`config.mk`:
```
export PLATFORM = sky130hd
export DESIGN_NAME = plab5_mcore_mem_req_tracker_flat
export DESIGN_NICKNAME = d
export VERILOG_FILES = /design/src/rtl/plab5_mcore_mem_req_tracker_pkg.sv /design/src/rtl/plab5_mcore_mem_req_tracker_if.sv /design/src/rtl/plab5_mcore_tracker_fifo.sv /design/src/rtl/plab5_mcore_mem_req_tracker.sv /design/src/flat_wrapper.sv
export SDC_FILE = /design/constraint.sdc
export NUM_CORES = 1
export LEC_CHECK = 0
export ABC_AREA = 1
export BUFFER_PORTS_ARGS = -buffer_cell sky130_fd_sc_hd__buf_2
export CAP_MARGIN = 20
export CORE_AREA = 5 5 250 252
export DETAILED_ROUTE_END_ITERATION = 10
export DIE_AREA = 0 0 255 257
export SLEW_MARGIN = 20
export SYNTH_ARGS = -nofsm -noshare
export SYNTH_HDL_FRONTEND = slang
export SYNTH_SLANG_ARGS = --single-unit
```
`constraint.sdc`:
```
create_clock -name clk -period 2.9 [get_ports clk]
set_clock_uncertainty 0.05 [all_clocks]
set_input_delay 0.58 -clock clk [delete_from_list [all_inputs] [get_ports clk]]
set_output_delay 0.58 -clock clk [all_outputs]
set_load 0.03 [all_outputs]
```
`src/rtl/plab5_mcore_mem_req_tracker_pkg.sv`:
```
// Shared definitions for the memory request tracker: domain labels and
// message/entry width helpers matching the vc-mem message layout.
package plab5_mcore_mem_req_tracker_pkg;

  localparam int unsigned TYPE_W = 3;

  typedef enum logic {
    DOMAIN_LOW  = 1'b0,
    DOMAIN_HIGH = 1'b1
  } domain_e;

  function automatic int unsigned len_nbits(input int unsigned md);
    return $clog2(md / 8);
  endfunction

  // Request layout, MSB first: {type, opaque, addr, len, data}
  function automatic int unsigned req_msg_nbits(input int unsigned o, input int unsigned a,
                                                input int unsigned md);
    return TYPE_W + o + a + len_nbits(md) + md;
  endfunction

  // Response layout, MSB first: {type, opaque, len, data}
  function automatic int unsigned resp_msg_nbits(input int unsigned o, input int unsigned md);
    return TYPE_W + o + len_nbits(md) + md;
  endfunction

  // Outstanding entry layout, MSB first: {domain, opaque, type}
  function automatic int unsigned entry_nbits(input int unsigned o);
    return 1 + o + TYPE_W;
  endfunction

endpackage

```
`src/rtl/plab5_mcore_mem_req_tracker_if.sv`:
```
// Handshake bundle around the tracker: translator-side request/response and
// memory-side request/response channels.
interface plab5_mcore_mem_req_tracker_if
  import plab5_mcore_mem_req_tracker_pkg::*;
#(
  parameter int unsigned o  = 8,
  parameter int unsigned a  = 32,
  parameter int unsigned md = 128
);
  localparam int unsigned REQ_W  = req_msg_nbits(o, a, md);
  localparam int unsigned RESP_W = resp_msg_nbits(o, md);

  logic              req_domain;
  logic [REQ_W-1:0]  req_msg;
  logic              req_val;
  logic              req_rdy;

  logic [REQ_W-1:0]  memreq_msg;
  logic              memreq_domain;
  logic              memreq_val;
  logic              memreq_rdy;

  logic [RESP_W-1:0] memresp_msg;
  logic              memresp_val;
  logic              memresp_rdy;

  logic [RESP_W-1:0] resp_msg;
  logic              resp_domain;
  logic              resp_val;
  logic              resp_rdy;

  modport master (
    output req_domain, req_msg, req_val, memreq_rdy, memresp_msg, memresp_val, resp_rdy,
    input  req_rdy, memreq_msg, memreq_domain, memreq_val, memresp_rdy, resp_msg,
           resp_domain, resp_val
  );

  modport slave (
    input  req_domain, req_msg, req_val, memreq_rdy, memresp_msg, memresp_val, resp_rdy,
    output req_rdy, memreq_msg, memreq_domain, memreq_val, memresp_rdy, resp_msg,
           resp_domain, resp_val
  );

endinterface

```
`src/rtl/plab5_mcore_tracker_fifo.sv`:
```
// In-order circular buffer of outstanding request records. The caller gates
// push/pop against full/empty; this block only keeps pointers and count.
module plab5_mcore_tracker_fifo #(
  parameter int unsigned width       = 12,
  parameter int unsigned num_entries = 4
) (
  input  logic                          clk,
  input  logic                          reset,
  input  logic                          push_i,
  input  logic                          pop_i,
  input  logic [width-1:0]              wdata_i,
  output logic [width-1:0]              rdata_o,
  output logic [$clog2(num_entries):0]  count_o,
  output logic                          full_o,
  output logic                          empty_o
);
  localparam int unsigned PW = $clog2(num_entries);

  logic [width-1:0] mem_q [num_entries];
  logic [PW-1:0]    head_q, head_d;
  logic [PW-1:0]    tail_q, tail_d;
  logic [PW:0]      count_q, count_d;

  // NOTE: every signal assigned here gets a default first, so no latch is inferred.
  always_comb begin
    head_d  = head_q;
    tail_d  = tail_q;
    count_d = count_q;
    if (push_i) tail_d = tail_q + 1'b1;
    if (pop_i)  head_d = head_q + 1'b1;
    if (push_i && !pop_i)      count_d = count_q + 1'b1;
    else if (!push_i && pop_i) count_d = count_q - 1'b1;
  end

  // NOTE: sequential state uses non-blocking assignments so all registers update together.
  always_ff @(posedge clk) begin
    if (!reset) begin
      head_q  <= '0;
      tail_q  <= '0;
      count_q <= '0;
    end else begin
      head_q  <= head_d;
      tail_q  <= tail_d;
      count_q <= count_d;
    end
  end

  // NOTE: storage is deliberately not reset; count alone says which slots are valid.
  always_ff @(posedge clk) begin
    if (push_i) mem_q[tail_q] <= wdata_i;
  end

  assign rdata_o = mem_q[head_q];
  assign count_o = count_q;
  assign full_o  = (count_q == (PW+1)'(num_entries));
  assign empty_o = (count_q == '0);

endmodule

```
`src/rtl/plab5_mcore_mem_req_tracker.sv`:
```
// Forwards requests to memory with zero latency, remembers each accepted
// request's domain, and labels every memory response with the oldest record.
module plab5_mcore_mem_req_tracker
  import plab5_mcore_mem_req_tracker_pkg::*;
#(
  parameter int unsigned o           = 8,
  parameter int unsigned a           = 32,
  parameter int unsigned md          = 128,
  parameter int unsigned num_entries = 4
) (
  input  logic                          clk,
  input  logic                          reset,
  plab5_mcore_mem_req_tracker_if.slave  bus,
  output logic [$clog2(num_entries):0]  count,
  output logic                          err
);
  localparam int unsigned REQ_W  = req_msg_nbits(o, a, md);
  localparam int unsigned RESP_W = resp_msg_nbits(o, md);
  localparam int unsigned ENT_W  = entry_nbits(o);

  logic              full, empty, push, pop, match;
  logic [ENT_W-1:0]  head_ent;
  logic [TYPE_W-1:0] req_type, resp_type, head_type;
  logic [o-1:0]      req_opaque, resp_opaque, head_opaque;
  domain_e           head_domain;
  logic              err_q, err_d;

  assign req_type    = bus.req_msg[REQ_W-1 -: TYPE_W];
  assign req_opaque  = bus.req_msg[REQ_W-TYPE_W-1 -: o];
  assign resp_type   = bus.memresp_msg[RESP_W-1 -: TYPE_W];
  assign resp_opaque = bus.memresp_msg[RESP_W-TYPE_W-1 -: o];

  assign head_domain = domain_e'(head_ent[ENT_W-1]);
  assign head_opaque = head_ent[TYPE_W +: o];
  assign head_type   = head_ent[TYPE_W-1:0];

  // Request path: a full tracker refuses new work even if a pop lands this cycle.
  assign bus.memreq_msg    = bus.req_msg;
  assign bus.memreq_domain = bus.req_domain;
  assign bus.memreq_val    = reset & bus.req_val & ~full;
  assign bus.req_rdy       = reset & bus.memreq_rdy & ~full;
  assign push              = bus.req_val & bus.req_rdy;

  // Response path: unsolicited responses are sunk so memory never stalls on them.
  assign match           = (resp_opaque == head_opaque) && (resp_type == head_type);
  assign bus.resp_msg    = bus.memresp_msg;
  assign bus.resp_val    = reset & ~empty & bus.memresp_val;
  assign bus.memresp_rdy = reset & (empty | bus.resp_rdy);
  assign pop             = reset & ~empty & bus.memresp_val & bus.resp_rdy;

  // Anything not provably tied to the head record is labelled high, never low.
  assign bus.resp_domain = (reset && !empty && match) ? head_domain : DOMAIN_HIGH;

  assign err_d = err_q | (pop & ~match) | (reset & empty & bus.memresp_val);

  always_ff @(posedge clk) begin
    if (!reset) err_q <= 1'b0;
    else        err_q <= err_d;
  end

  assign err = err_q;

  plab5_mcore_tracker_fifo #(
    .width       (ENT_W),
    .num_entries (num_entries)
  ) u_fifo (
    .clk     (clk),
    .reset   (reset),
    .push_i  (push),
    .pop_i   (pop),
    .wdata_i ({bus.req_domain, req_opaque, req_type}),
    .rdata_o (head_ent),
    .count_o (count),
    .full_o  (full),
    .empty_o (empty)
  );

endmodule
```
`src/flat_wrapper.sv`:
```
// flat-port wrapper written by rule: the top's interface ports become plain ports
module plab5_mcore_mem_req_tracker_flat import plab5_mcore_mem_req_tracker_pkg::*;
#(
  parameter int unsigned o           = 8,
  parameter int unsigned a           = 32,
  parameter int unsigned md          = 128,
  parameter int unsigned num_entries = 4
)
  (clk, reset, count, err, bus_req_domain, bus_req_msg, bus_req_val, bus_memreq_rdy, bus_memresp_msg, bus_memresp_val, bus_resp_rdy, bus_req_rdy, bus_memreq_msg, bus_memreq_domain, bus_memreq_val, bus_memresp_rdy, bus_resp_msg, bus_resp_domain, bus_resp_val);
  plab5_mcore_mem_req_tracker_if #(.o(o), .a(a), .md(md)) bus_i ();
  input  logic clk;
  input  logic reset;
  output logic [$clog2(num_entries):0] count;
  output logic err;
  input wire logic [$bits(bus_i.req_domain)-1:0] bus_req_domain;
  input wire logic [$bits(bus_i.req_msg)-1:0] bus_req_msg;
  input wire logic [$bits(bus_i.req_val)-1:0] bus_req_val;
  input wire logic [$bits(bus_i.memreq_rdy)-1:0] bus_memreq_rdy;
  input wire logic [$bits(bus_i.memresp_msg)-1:0] bus_memresp_msg;
  input wire logic [$bits(bus_i.memresp_val)-1:0] bus_memresp_val;
  input wire logic [$bits(bus_i.resp_rdy)-1:0] bus_resp_rdy;
  output wire logic [$bits(bus_i.req_rdy)-1:0] bus_req_rdy;
  output wire logic [$bits(bus_i.memreq_msg)-1:0] bus_memreq_msg;
  output wire logic [$bits(bus_i.memreq_domain)-1:0] bus_memreq_domain;
  output wire logic [$bits(bus_i.memreq_val)-1:0] bus_memreq_val;
  output wire logic [$bits(bus_i.memresp_rdy)-1:0] bus_memresp_rdy;
  output wire logic [$bits(bus_i.resp_msg)-1:0] bus_resp_msg;
  output wire logic [$bits(bus_i.resp_domain)-1:0] bus_resp_domain;
  output wire logic [$bits(bus_i.resp_val)-1:0] bus_resp_val;
  assign bus_i.req_domain = bus_req_domain;
  assign bus_i.req_msg = bus_req_msg;
  assign bus_i.req_val = bus_req_val;
  assign bus_i.memreq_rdy = bus_memreq_rdy;
  assign bus_i.memresp_msg = bus_memresp_msg;
  assign bus_i.memresp_val = bus_memresp_val;
  assign bus_i.resp_rdy = bus_resp_rdy;
  assign bus_req_rdy = bus_i.req_rdy;
  assign bus_memreq_msg = bus_i.memreq_msg;
  assign bus_memreq_domain = bus_i.memreq_domain;
  assign bus_memreq_val = bus_i.memreq_val;
  assign bus_memresp_rdy = bus_i.memresp_rdy;
  assign bus_resp_msg = bus_i.resp_msg;
  assign bus_resp_domain = bus_i.resp_domain;
  assign bus_resp_val = bus_i.resp_val;
  plab5_mcore_mem_req_tracker #(.o(o), .a(a), .md(md), .num_entries(num_entries)) u_core (.clk(clk), .reset(reset), .bus(bus_i), .count(count), .err(err));
endmodule
```
**Yosys cells after proc, flatten, opt, wreduce, memory -nomap -nowiden**

Memories as Yosys holds them, arrays and structs flattened. A register that Yosys moved wholly into a read port is not among the register bits.
Index checks and enable logic that the tools add are counted.

- Flip-flop bits (word level): 8
- Latch bits: 0
- RAM bits: 48
- Memory bits (read-only): 0
- Bits of input ports: 325
- Output and inout port bits: 328
- Logic and storage cells: 47
- Memories: 1

Memory list:

| name | words | bits a word | rd ports | clocked after memory_dff | write ports | RTL line | source |
|---|---|---|---|---|---|---|---|
| u_core.u_fifo.mem_q | 4 | 12 | 1 | 1 | 1 | plab5_mcore_tracker_fifo.sv:19 | `logic [width-1:0] mem_q [num_entries];` |

- Add/sub/neg operators: 4
- Multipliers: 0
- Div/mod/pow operators: 0
- $lt $le $gt $ge: 0
- Equality and inequality tests: 3
- Shifts and indexed selects: 0
- Muxes and demuxes: 7
- Bitwise operators: 18
- Reductions and logical operators: 10

Operators with widths:

| kind | number |
|---|---|
| 1-bit AND | 12 |
| 8-bit == test | 1 |
| 3-bit 2-to-1 mux | 2 |
| 1-bit logical AND | 5 |
| 2-bit by 1-bit adder with 2-bit output (second input constant) | 2 |
| 2-bit 2-to-1 mux | 2 |
| 3-bit by 1-bit adder with 3-bit output (second input constant) | 1 |
| 3-bit == test | 1 |
| 3-bit == test (second input constant) | 1 |
| 1-bit logical NOT | 3 |
| 3-bit logical NOT | 1 |
| 1-bit 2-to-1 mux | 3 |
| 1-bit inverter | 3 |
| 1-bit OR | 3 |
| 3-bit by 1-bit subtractor with 3-bit output (second input constant) | 1 |
| 2-bit nonzero test | 1 |

**Logic depth before layout (Yosys ltp)**

- Depth after elaboration: 8
- Gate-level depth with buffers: 14
- Depth with buffers taken out: 14

**By module**

Synthesis repeated with hierarchy kept, for this count alone.

- Cell total of the unflattened synthesis: 546
- Area total of the unflattened synthesis: 4903.5 um2

By module, submodules not included:

| module | times used | cells an instance | area each (um2) | sequential area each (um2) |
|---|---|---|---|---|
| plab5_mcore_mem_req_tracker | 1 | 372 | 2678.8 | 20.0 |
| plab5_mcore_tracker_fifo | 1 | 174 | 2224.6 | 1621.6 |

**Worst setup path after synthesis**

OpenSTA, ideal clock, no wires.

- Path type: input port to flip-flop
- Start point: in reset
- End point: reg u_core.u_fifo.count_q[2] (netlist: u_core.u_fifo.count_o[2])
- Setup time: 70 ps
- Arrival: 2532 ps
- Data required time: 2780 ps
- Slack: 249 ps
- Stages: 13
- Path buffers: 1
- Cells stage by stage: clkbuf_2 -> nand2_1 -> nor2_1 -> nand2_1 -> inv_1 -> ha_1 -> inv_1 -> fa_1 -> nor2_1 -> nor2_1 -> nand2_1 -> o21ai_0 -> a21oi_1

- Longest elaborated chain between the ends: 6
- Elaborated cells on any way between the ends: 12
- Classes of those cells: mux: 1; bitwise: 6; reduce/logical: 5

RTL lines:

| element | RTL line | source |
|---|---|---|
| start, declared | flat_wrapper.sv:12 | `input logic reset;` |
| 1-bit AND * (2 in a row) | plab5_mcore_mem_req_tracker.sv:41 | `assign bus.req_rdy = reset & bus.memreq_rdy & ~full;` |
| 1-bit AND * | plab5_mcore_mem_req_tracker.sv:42 | `assign push = bus.req_val & bus.req_rdy;` |
| via u_core.push | plab5_mcore_mem_req_tracker.sv:21 | `logic full, empty, push, pop, match;` |
| 1-bit logical NOT | plab5_mcore_tracker_fifo.sv:32 | `else if (!push_i && pop_i) count_d = count_q - 1'b1;` |
| 1-bit logical AND | plab5_mcore_tracker_fifo.sv:32 |  |
| 2-bit nonzero test (no line) | -- |  |
| end signal, assigned | plab5_mcore_tracker_fifo.sv:44 | `count_q <= count_d;` |
| end, declared | plab5_mcore_tracker_fifo.sv:22 | `logic [PW:0] count_q, count_d;` |

Mark *: on every way through the listed nets, which the timed path passes. The rest lies on a longest branch.
A chain may end at the register's enable or synchronous reset.

==> metrics.yaml <==
yosys.area_share.adder_pct: 1.65
syn-mean-instance-area_sq_um: 8.57
globalplace.congestion: 0.810
fp.dieW_microns: 255
diodes: 0
first_pass_iters: 4
p_sw_share_pct: 23.1
finalNetCount: 665
antenna_found_initial: 0
synth-seq-cells: 58
intPower_mw: 1.65
grt_pass1_wl_microns: 50900
clkPwrFrac_pct: 45.6
path_max_fanout: 11
async_reset_ff_share_pct: 0
synthMuxAreaShare_pct: 0
crit_arrival_ns: 1.90
vias_per_cell: 2.39
setup_viol: 0
crit_top_cell: "nand2_1"
leakage_nw: 1.47
dieArea_sq_um: 65500
grt_setup_unrepaired: "no"
grt_max_degree: 25
ant_nets: 0
crit_path_top_delay_cell: "inv_1"
p_seq_share_pct: 43.5
ir_worst_vdd_mv: 0.663
cts_setup_buffers: 0
syn_area_sq_um: 5010
yosys-top-cells-area: "buf_4, edfxtp_1, nand2_1"
max_slew_margin_pct: 67.6
crit_type: "flop to output pin"
clock_sinks: 58
syn_to_final_growth_pct: -17.1
row_count: 90
worst_slew_pin_slew_ns: 0.485
die_h_microns: 257
hp-class: "input port to flop"
clk_pin_slew_ns: 0.05
drc: 0
ys_warn_count: 0
cts_tree: "yes"
port-buffer-count: 60
layout_commonest_cell: "nand2_1"
initial_utilization_pct: 8.36
combPwrFrac_pct: 10.9
drt_iter0_markers: 148
critPathBufInv: 2
synthSimpleGateAreaFrac_pct: 12.0
root_buffer: "clkbuf_16"
status: "completed"
whs_ns: 0.445
boundaryPins: 653
synthXorXnorAreaFrac_pct: 0.350
ys_seq_area_share_pct: 32.8
cts_hold_buf: 0
synth.largest_area_cell: "buf_4"
min_period_ns: 2.53
drv_cap: 0
grt_pass1_vias: 2500
cts_buffers: 9
synth.distinct_cells: 24
synth_top_area_share_pct: 48.3
setup.worst_path.end_class: "output pin"
grt_use_total_pct: 13.2
r2r_slack_ns: 0.77
grt-ovfl-total: 0
cp-start-kind: "flop"
mostFrequentLayoutCells: "nand2_1, buf_2, edfxtp_1, nand3_1, inv_1"
dpl.hpwl_microns: 44100
hold_viol: 0
drv_slew: 0
num-fill-cells: 7054
synth_compound_area_share_pct: 1.77
core_area_sq_um: 59900
power.total_mw: 2.14
clk_latency_ns: 0.32
post_cts_resized: 0
fin_crit_sh_pct: 87.1
htreeDepth: 3
synth_flop_cell: "edfxtp_1"
syn_nets: 915
max_stage_delay_ns: 0.36
fmax_ghz: 0.396
wl_microns: 46600
power.density_nw_per_um2: 517
timing.setup.tns_ns: 0
cp_top_family: "simple AND/OR/NAND/NOR gates"
cts_buffer_depth: 2
post_drt_wl_per_cell_microns: 41.6
drive_gt1_share_pct: 23.9
synth_top_family_by_area: "buffers and inverters"
synth_cells: 584
synth-edff-count: 48
p_switching_uw: 495
route.vias.total: 2676
required_ns: 2.27
critical_path.cell_chain: "inv_1, nand3_1, nand2_1, nand2_1, nand2_1, nand2_1, nor2_2, nand4_1, buf_2"
metrics by stage:
| stage | instances | utilization [%] | instance area [sq um] | setup slack (ns) |
|---|---|---|---|---|
| 2_1_floorplan | 584 | - | 5010 | 0.249 |
| 3_3_place_gp | 1105 | 6.46 | 3870 | 0.603 |
| 3_5_place_dp | 1105 | 6.46 | 3870 | 0.541 |
| 4_1_cts | 1121 | 6.93 | 4150 | 0.358 |
| 5_1_grt | 1121 | 6.93 | 4150 | 0.198 |
| 6_report | 1121 | 6.93 | 4150 | 0.373 |
cell usage after synthesis, types with 2 or more instances:
| cell type | n |
|---|---|
| inv_1 | 29 |
| edfxtp_1 | 48 |
| dfxtp_1 | 10 |
| ha_1 | 5 |
| buf_4 | 322 |
| a21oi_1 | 7 |
| nand2_1 | 90 |
| nand3_1 | 31 |
| nor2_1 | 19 |
| nor2_2 | 2 |
| buf_6 | 3 |
| o21ai_0 | 6 |
sequential cells by signal, indices dropped and copies added, names as in the netlist, named ones only:
signal / cells
u_core.err: 1
u_core.u_fifo.tail_q: 2
u_core.u_fifo.mem_q: 48
u_core.u_fifo.count_o: 3
u_core.u_fifo.head_q: 2
worst paths after layout:
kind / start / endpoint / cells past startpoint
max: flop / bus_resp_domain / 9
min reg2reg: u_core.u_fifo.head_q[1] / flop / 1
max reg2reg: u_core.u_fifo.count_o[0] / u_core.u_fifo.count_o[2] / 14
min: bus_req_msg[167] / u_core.u_fifo.mem_q[1][6] / 1
power groups by stage:
stage	clock [mW]	sequential, mW	combinational [mW]
after floorplan	0	0.958	0.926
after global placement	0	0.948	0.234
after detailed placement	0	0.947	0.239
after CTS	0.999	0.933	0.240
after global routing	1.04	0.933	0.261
final	0.977	0.933	0.234
cell families after synthesis:
kind of cell | after synthesis
compound gates | 16
xor+xnor | 2
fa+ha+maj | 6
buf+inv | 357
flops | 58
simple gates | 145
layer usage:
layer  up-vias  part of all wire [%]  global-route usage (%)
met5         -                  0.19                    1.35
met4         2                   4.5                    5.09
met2       506                    41                    18.9
li1       1006                     -                       -
met1      1052                   8.9                    3.32
met3       110                    46                    28.7
worst register-to-register path: cells and delay by family, from the launching register on:
family / cells / cell delay, ns
AOI/OAI and AO/OA: 2 / 0.19
adders and majority gates: 2 / 0.54
buffers and inverters: 3 / 0.25
and+or+nand+nor: 7 / 0.63
DFF: 1 / 0.41
final cells by class:
class	instances	area (sq um)	share of cell area, %
clock buffers	12	236	5.70
well taps	782	978	23.6
clock inverters	4	42.5	1.03
multi-input cells	169	790	19.0
inverters	30	115	2.77
repair buffers	66	345	8.32
flip-flops and latches	58	1640	39.6
(Power assumes the default switching activity.)
